==> config.mk <==
export PLATFORM = sky130hd
export DESIGN_NAME = imm_decode_stage
export DESIGN_NICKNAME = d
export VERILOG_FILES = /design/src/rtl/imm_decode_stage.sv
export SDC_FILE = /design/constraint.sdc
export NUM_CORES = 1
export LEC_CHECK = 0
export ABC_AREA = 1
export CELL_PAD_IN_SITES_DETAIL_PLACEMENT = 1
export CELL_PAD_IN_SITES_GLOBAL_PLACEMENT = 2
export CORE_UTILIZATION = 28
export CTS_CLUSTER_DIAMETER = 150
export DETAILED_ROUTE_END_ITERATION = 10
export PLACE_DENSITY = 0.79
export SETUP_SLACK_MARGIN = 0.4
export SYNTH_ARGS = -nofsm -noshare
export SYNTH_HDL_FRONTEND = slang
export SYNTH_SLANG_ARGS = --single-unit
==> constraint.sdc <==
create_clock -name clk -period 1.5 [get_ports clk]
set_clock_uncertainty 0.05 [all_clocks]
set_input_delay 0.15 -clock clk [delete_from_list [all_inputs] [get_ports clk]]
set_output_delay 0.15 -clock clk [all_outputs]
set_load 0.05 [all_outputs]
==> src/rtl/imm_decode_stage.sv <==
// imm_decode_stage: splits a MIPS I-type instruction into fields and an
// extended immediate, registering the decoded record behind a 2-entry skid
// buffer so execute-side backpressure can stall fetch without losing a word.
module imm_decode_stage #(
  parameter int CNT_W = 16
) (
  input  logic             clk,
  input  logic             rst_n,
  input  logic             flush,
  input  logic             in_valid,
  output logic             in_ready,
  input  logic [31:0]      in_instr,
  input  logic [31:0]      in_pc,
  output logic             out_valid,
  input  logic             out_ready,
  output logic [31:0]      out_pc,
  output logic [5:0]       out_opcode,
  output logic [4:0]       out_rs,
  output logic [4:0]       out_rt,
  output logic [15:0]      out_imm16,
  output logic [31:0]      out_imm_ext,
  output logic             out_is_lui,
  output logic             out_is_itype,
  output logic [CNT_W-1:0] out_count
);

  typedef struct packed {
    logic [31:0] pc;
    logic [5:0]  opcode;
    logic [4:0]  rs;
    logic [4:0]  rt;
    logic [15:0] imm16;
    logic [31:0] imm_ext;
    logic        is_lui;
    logic        is_itype;
  } rec_t;

  rec_t             in_rec;
  rec_t             main_data_reg, main_data_next;
  rec_t             skid_data_reg, skid_data_next;
  logic             main_valid_reg, main_valid_next;
  logic             skid_valid_reg, skid_valid_next;
  logic             in_ready_reg;
  logic [CNT_W-1:0] count_reg;
  logic             accept;
  logic             drain;
  logic             zero_ext;

  assign accept = in_valid & in_ready_reg;
  assign drain  = main_valid_reg & out_ready;

  // Decode the incoming word; only the logical-immediate ops zero-extend.
  always_comb begin
    in_rec          = '0;
    in_rec.pc       = in_pc;
    in_rec.opcode   = in_instr[31:26];
    in_rec.rs       = in_instr[25:21];
    in_rec.rt       = in_instr[20:16];
    in_rec.imm16    = in_instr[15:0];
    zero_ext        = (in_instr[31:26] == 6'h0C) || (in_instr[31:26] == 6'h0D) ||
                      (in_instr[31:26] == 6'h0E);
    in_rec.imm_ext  = zero_ext ? {16'h0000, in_instr[15:0]}
                               : {{16{in_instr[15]}}, in_instr[15:0]};
    in_rec.is_lui   = (in_instr[31:26] == 6'h0F);
    in_rec.is_itype = !((in_instr[31:26] == 6'h00) || (in_instr[31:26] == 6'h02) ||
                        (in_instr[31:26] == 6'h03));
  end

  // Next-state of the main/skid pair; skid always drains into main first to keep order.
  always_comb begin
    main_valid_next = main_valid_reg;
    main_data_next  = main_data_reg;
    skid_valid_next = skid_valid_reg;
    skid_data_next  = skid_data_reg;
    if (flush) begin
      main_valid_next = 1'b0;
      skid_valid_next = 1'b0;
    end else if (!main_valid_reg || drain) begin
      if (skid_valid_reg) begin
        main_valid_next = 1'b1;
        main_data_next  = skid_data_reg;
        skid_valid_next = accept;
        if (accept) begin
          skid_data_next = in_rec;
        end
      end else begin
        main_valid_next = accept;
        if (accept) begin
          main_data_next = in_rec;
        end
      end
    end else if (accept) begin
      skid_valid_next = 1'b1;
      skid_data_next  = in_rec;
    end
  end

  // Register the buffer state; in_ready is the registered inverse of the next skid valid.
  always_ff @(posedge clk or negedge rst_n) begin
    if (!rst_n) begin
      main_valid_reg <= 1'b0;
      skid_valid_reg <= 1'b0;
      main_data_reg  <= '0;
      skid_data_reg  <= '0;
      in_ready_reg   <= 1'b1;
    end else begin
      main_valid_reg <= main_valid_next;
      skid_valid_reg <= skid_valid_next;
      main_data_reg  <= main_data_next;
      skid_data_reg  <= skid_data_next;
      in_ready_reg   <= ~skid_valid_next;
    end
  end

  // Count completed output transfers, including one that coincides with a flush.
  always_ff @(posedge clk or negedge rst_n) begin
    if (!rst_n) begin
      count_reg <= '0;
    end else if (drain) begin
      count_reg <= count_reg + 1'b1;
    end
  end

  assign in_ready     = in_ready_reg;
  assign out_valid    = main_valid_reg;
  assign out_pc       = main_data_reg.pc;
  assign out_opcode   = main_data_reg.opcode;
  assign out_rs       = main_data_reg.rs;
  assign out_rt       = main_data_reg.rt;
  assign out_imm16    = main_data_reg.imm16;
  assign out_imm_ext  = main_data_reg.imm_ext;
  assign out_is_lui   = main_data_reg.is_lui;
  assign out_is_itype = main_data_reg.is_itype;
  assign out_count    = count_reg;

endmodule

==> results.md <==
* Max Slew Vio Count at 0
* Buf/Inv on CP at 3
* Relative slew slack at 0.7319
* CTS tree: yes
* Area of the mapped netlist at 0.006818 sq mm
* Worst path max stage delay at 0.56 ns
* Core footprint at 0.02368 sq mm
* DP Cell Count at 1248
* Initial antenna violation count at 0
* Die span in y at 158.0 um
* Setup-failing EPs final at 50
* Fmax at 0.6384 GHz
* Largest family of logic cells by synthesized area: simple AND/OR/NAND/NOR gates
* Mapped Nets at 861
* Simple-gate share of the synthesized area at 0.2599
* Crit. End Element: flop
* Fillers at 2663
* Arrival time at the worst endpoint at 1.83 ns
* Drt first pass iters at 4
* Pwr/cell area at 1458 mW/mm^2
* Status: finished, violations left
* Worst Path Required at 1.76 ns
* Worst setup SP type: flop
* CTS clk-pin slew, worst paths at 0.07 ns
* Met2 Use GR at 0.3287
* Starting density of the core at 0.2879
* Rows at 56
* Cells along the critical path: nand2_4 -> nand2_4 -> nand3_4 -> buf_12 -> buf_12 -> clkbuf_16 -> nand2_1 -> o31ai_1
* Mean routed wirelength per cell at 17.92 um
* Adder-Cell Fraction of Synth Area at 0.001835
* Leak at 0.005305 uW
* Worst-skew pair later-pin latency at 0.43 ns
* Hpwl dp at 13480 um
* Multiplexer share of the synthesized area at 0.001652
* Io pins at 185
* HP Class: primary input to async pin
* RSZ-0062 raised after global routing: true
* Most Crowded Layer GR: met2
* Final wirelength at 23550 um
* Vias in the first global route at 6380
* GRT Residual Overflow at 0
* H-Tree Depth at 4
* First-pass GRT wire length at 35380 um
* TNS Setup at -1.153 ns
* Synth Register Bits at 153
* Ant diodes at 0
* Post-Syn Instances at 791
* Layout cells sized above 1 at 0.3739
* Crit-path slowest cell: dfstp_2
* Max cap viols at 0
* Mapped Avg Cell Area at 8.619 sq um
* Buffers on Ports at 184
* Crit path time final at 1.566 ns
* Vias per inst at 4.680
* Met1 Usage GRT at 0.2299
* Drt initial violations at 243
* Met3 GRT Util at 0.03312
* CP Class: flop to flop
* Longest Clk Path Bufs at 2
* Sequential-to-total area share from yosys stat at 0.5618
* Worst Path Max Fanout at 5
* Max FFs per register at 67
* GPL Wtd Cong at 0.7037
* Crit share post-route at 1.044
* Fin. Hold Viols at 0
* Residual DRC at 0
* Final WS setup at -0.06635 ns
* Crit path launch: in_ready
* Clock Sinks at 153
* Synth-to-layout area growth at 62.82%
* Root buffer cell: clkbuf_16
* Reg2reg start: in_ready
* Synth unique cells at 25
* Synth warnings at 0
* Post-synthesis compound-gate area fraction at 0.07855
* ANT nets after route at 0
* Delay-heaviest family, CP: flip-flops
* Final non-filler cell total at 1314
* Nets at 1052
* Violations in the final reports: negative setup slack
* Chip width at 158.0 um
* Worst-margin pin slew at 0.4022 ns
* Die area at 0.02498 sq mm
* TritonCTS buffer count at 17
* GRT Total Usage at 0.1868
* Largest net degree at the start of global routing at 69
* VDD IR max at 636.1 uV
* Xor/xnor share of the synthesized area at 0.01413
* Vias at 6150
## power by group
group	internal (uW)	switching, uW
registers	5040	722
logic	2210	3430
clock network	2880	1910
## area by class of cell
cell class	count	area, sq um	area share
multi-input combinational	546	3068	0.2764
clock buffer	18	439.2	0.03956
sequential	153	3871	0.3487
clock inverter	14	210.2	0.01894
tap	319	399.1	0.03596
inverter	18	75.07	0.006763
timing repair buffer	246	3038	0.2737
## timing repair
action,CTS,global route
gates resized for setup,68,98
hold buffers,1,0
setup endpoints to repair,267,268
gates cloned,9,8
endpoints found under the hold margin,152,0
setup buffers,9,7
pin swaps,8,24
## worst reg2reg max path: cells and delay by family (launching register included)
kind                   cells  cell delay [ns]
DFF                        1             0.56
AOI/OAI and AO/OA          1             0.06
buffers and inverters      3             0.49
and+or+nand+nor            4             0.30
## cell families after synthesis
logic type | Yosys count
muxes | 1
and+or+nand+nor | 458
AOI/OAI and AO/OA | 75
xor gates and xnor gates | 11
adders and majority gates | 1
buffers and inverters | 92
DFF | 153
## synth_stat cells
master,number,area (sq um)
ha_1,1,12.51
inv_2,1,3.750
nand3_1,6,30.03
xnor2_1,5,43.79
nor2_1,145,544.3
nand3b_1,1,7.510
buf_2,14,70.07
buf_6,4,45.04
dfrtp_1,152,3804
o31ai_1,64,480.5
nand2_1,293,1100
nor3_1,2,10.01
nand3_4,1,17.52
inv_4,1,6.260
xor2_1,6,52.55
nor2_2,2,12.51
buf_4,44,330.3
o21ai_0,9,45.04
inv_1,16,60.06
dfstp_2,1,26.28
nand2_2,3,18.77
clkbuf_1,12,45.04
nand4_1,5,31.28
mux2_2,1,11.26
a21oi_1,2,10.01
## routing by layer
metal,share of wire,routed length (um),up-vias
met3,0.032,755,27
met5,0,0,-
li1,-,-,2868
met4,0.016,365,0
met1,0.43,10050,3123
met2,0.53,12380,132
## stage by stage
step	worst slack [ns]	util	power, uW	cell area [sq um]	hold slack [ns]
finish	-0.06635	0.4687	16190	11100	0.1535
global route	-0.1082	0.4687	16910	11100	0.1800
CTS	-0.02510	0.4432	16050	10500	0.1444
detailed placement	-0.2598	0.3884	10870	9198	0.04130
global placement	-0.2115	0.3884	10710	9198	0.04170
floorplan	-0.05135	-	8867	6979	-0.1956
## layout by cell type (no fill, tap or decap), types with 6 or more instances in the layout
master           Yosys  final
o31ai_2              0     51
nand2_4              0     15
o31ai_1             64      6
inv_1               16     16
buf_4               44    100
nand2_1            293    241
o31ai_4              0      7
nor2_1             145    140
clkbuf_16            0     23
xor2_1               6      6
dfrtp_2              0     30
dfrtp_1            152    121
buf_16               0      9
nand2_2              3     40
buf_6                4      6
buf_12               0     52
clkdlybuf4s50_1      0     67
## path summary, 6_finish.rpt
| check | to | slack, ns | cells past startpoint |
|---|---|---|---|
| worst max-delay path | out_imm16[5] | -0.07 | 8 |
| worst min-delay path | out_count[10] | 0.15 | 2 |
| worst max register to register | out_imm16[5] | -0.07 | 8 |
| worst min register to register | skid_data_reg[76] | 0.43 | 2 |
| max in group asynchronous | out_imm16[0] | 0.64 | 3 |
| min in group clk | skid_data_reg[97] | 0.24 | 3 |
Note: power is estimated with default switching activity, not from simulation.
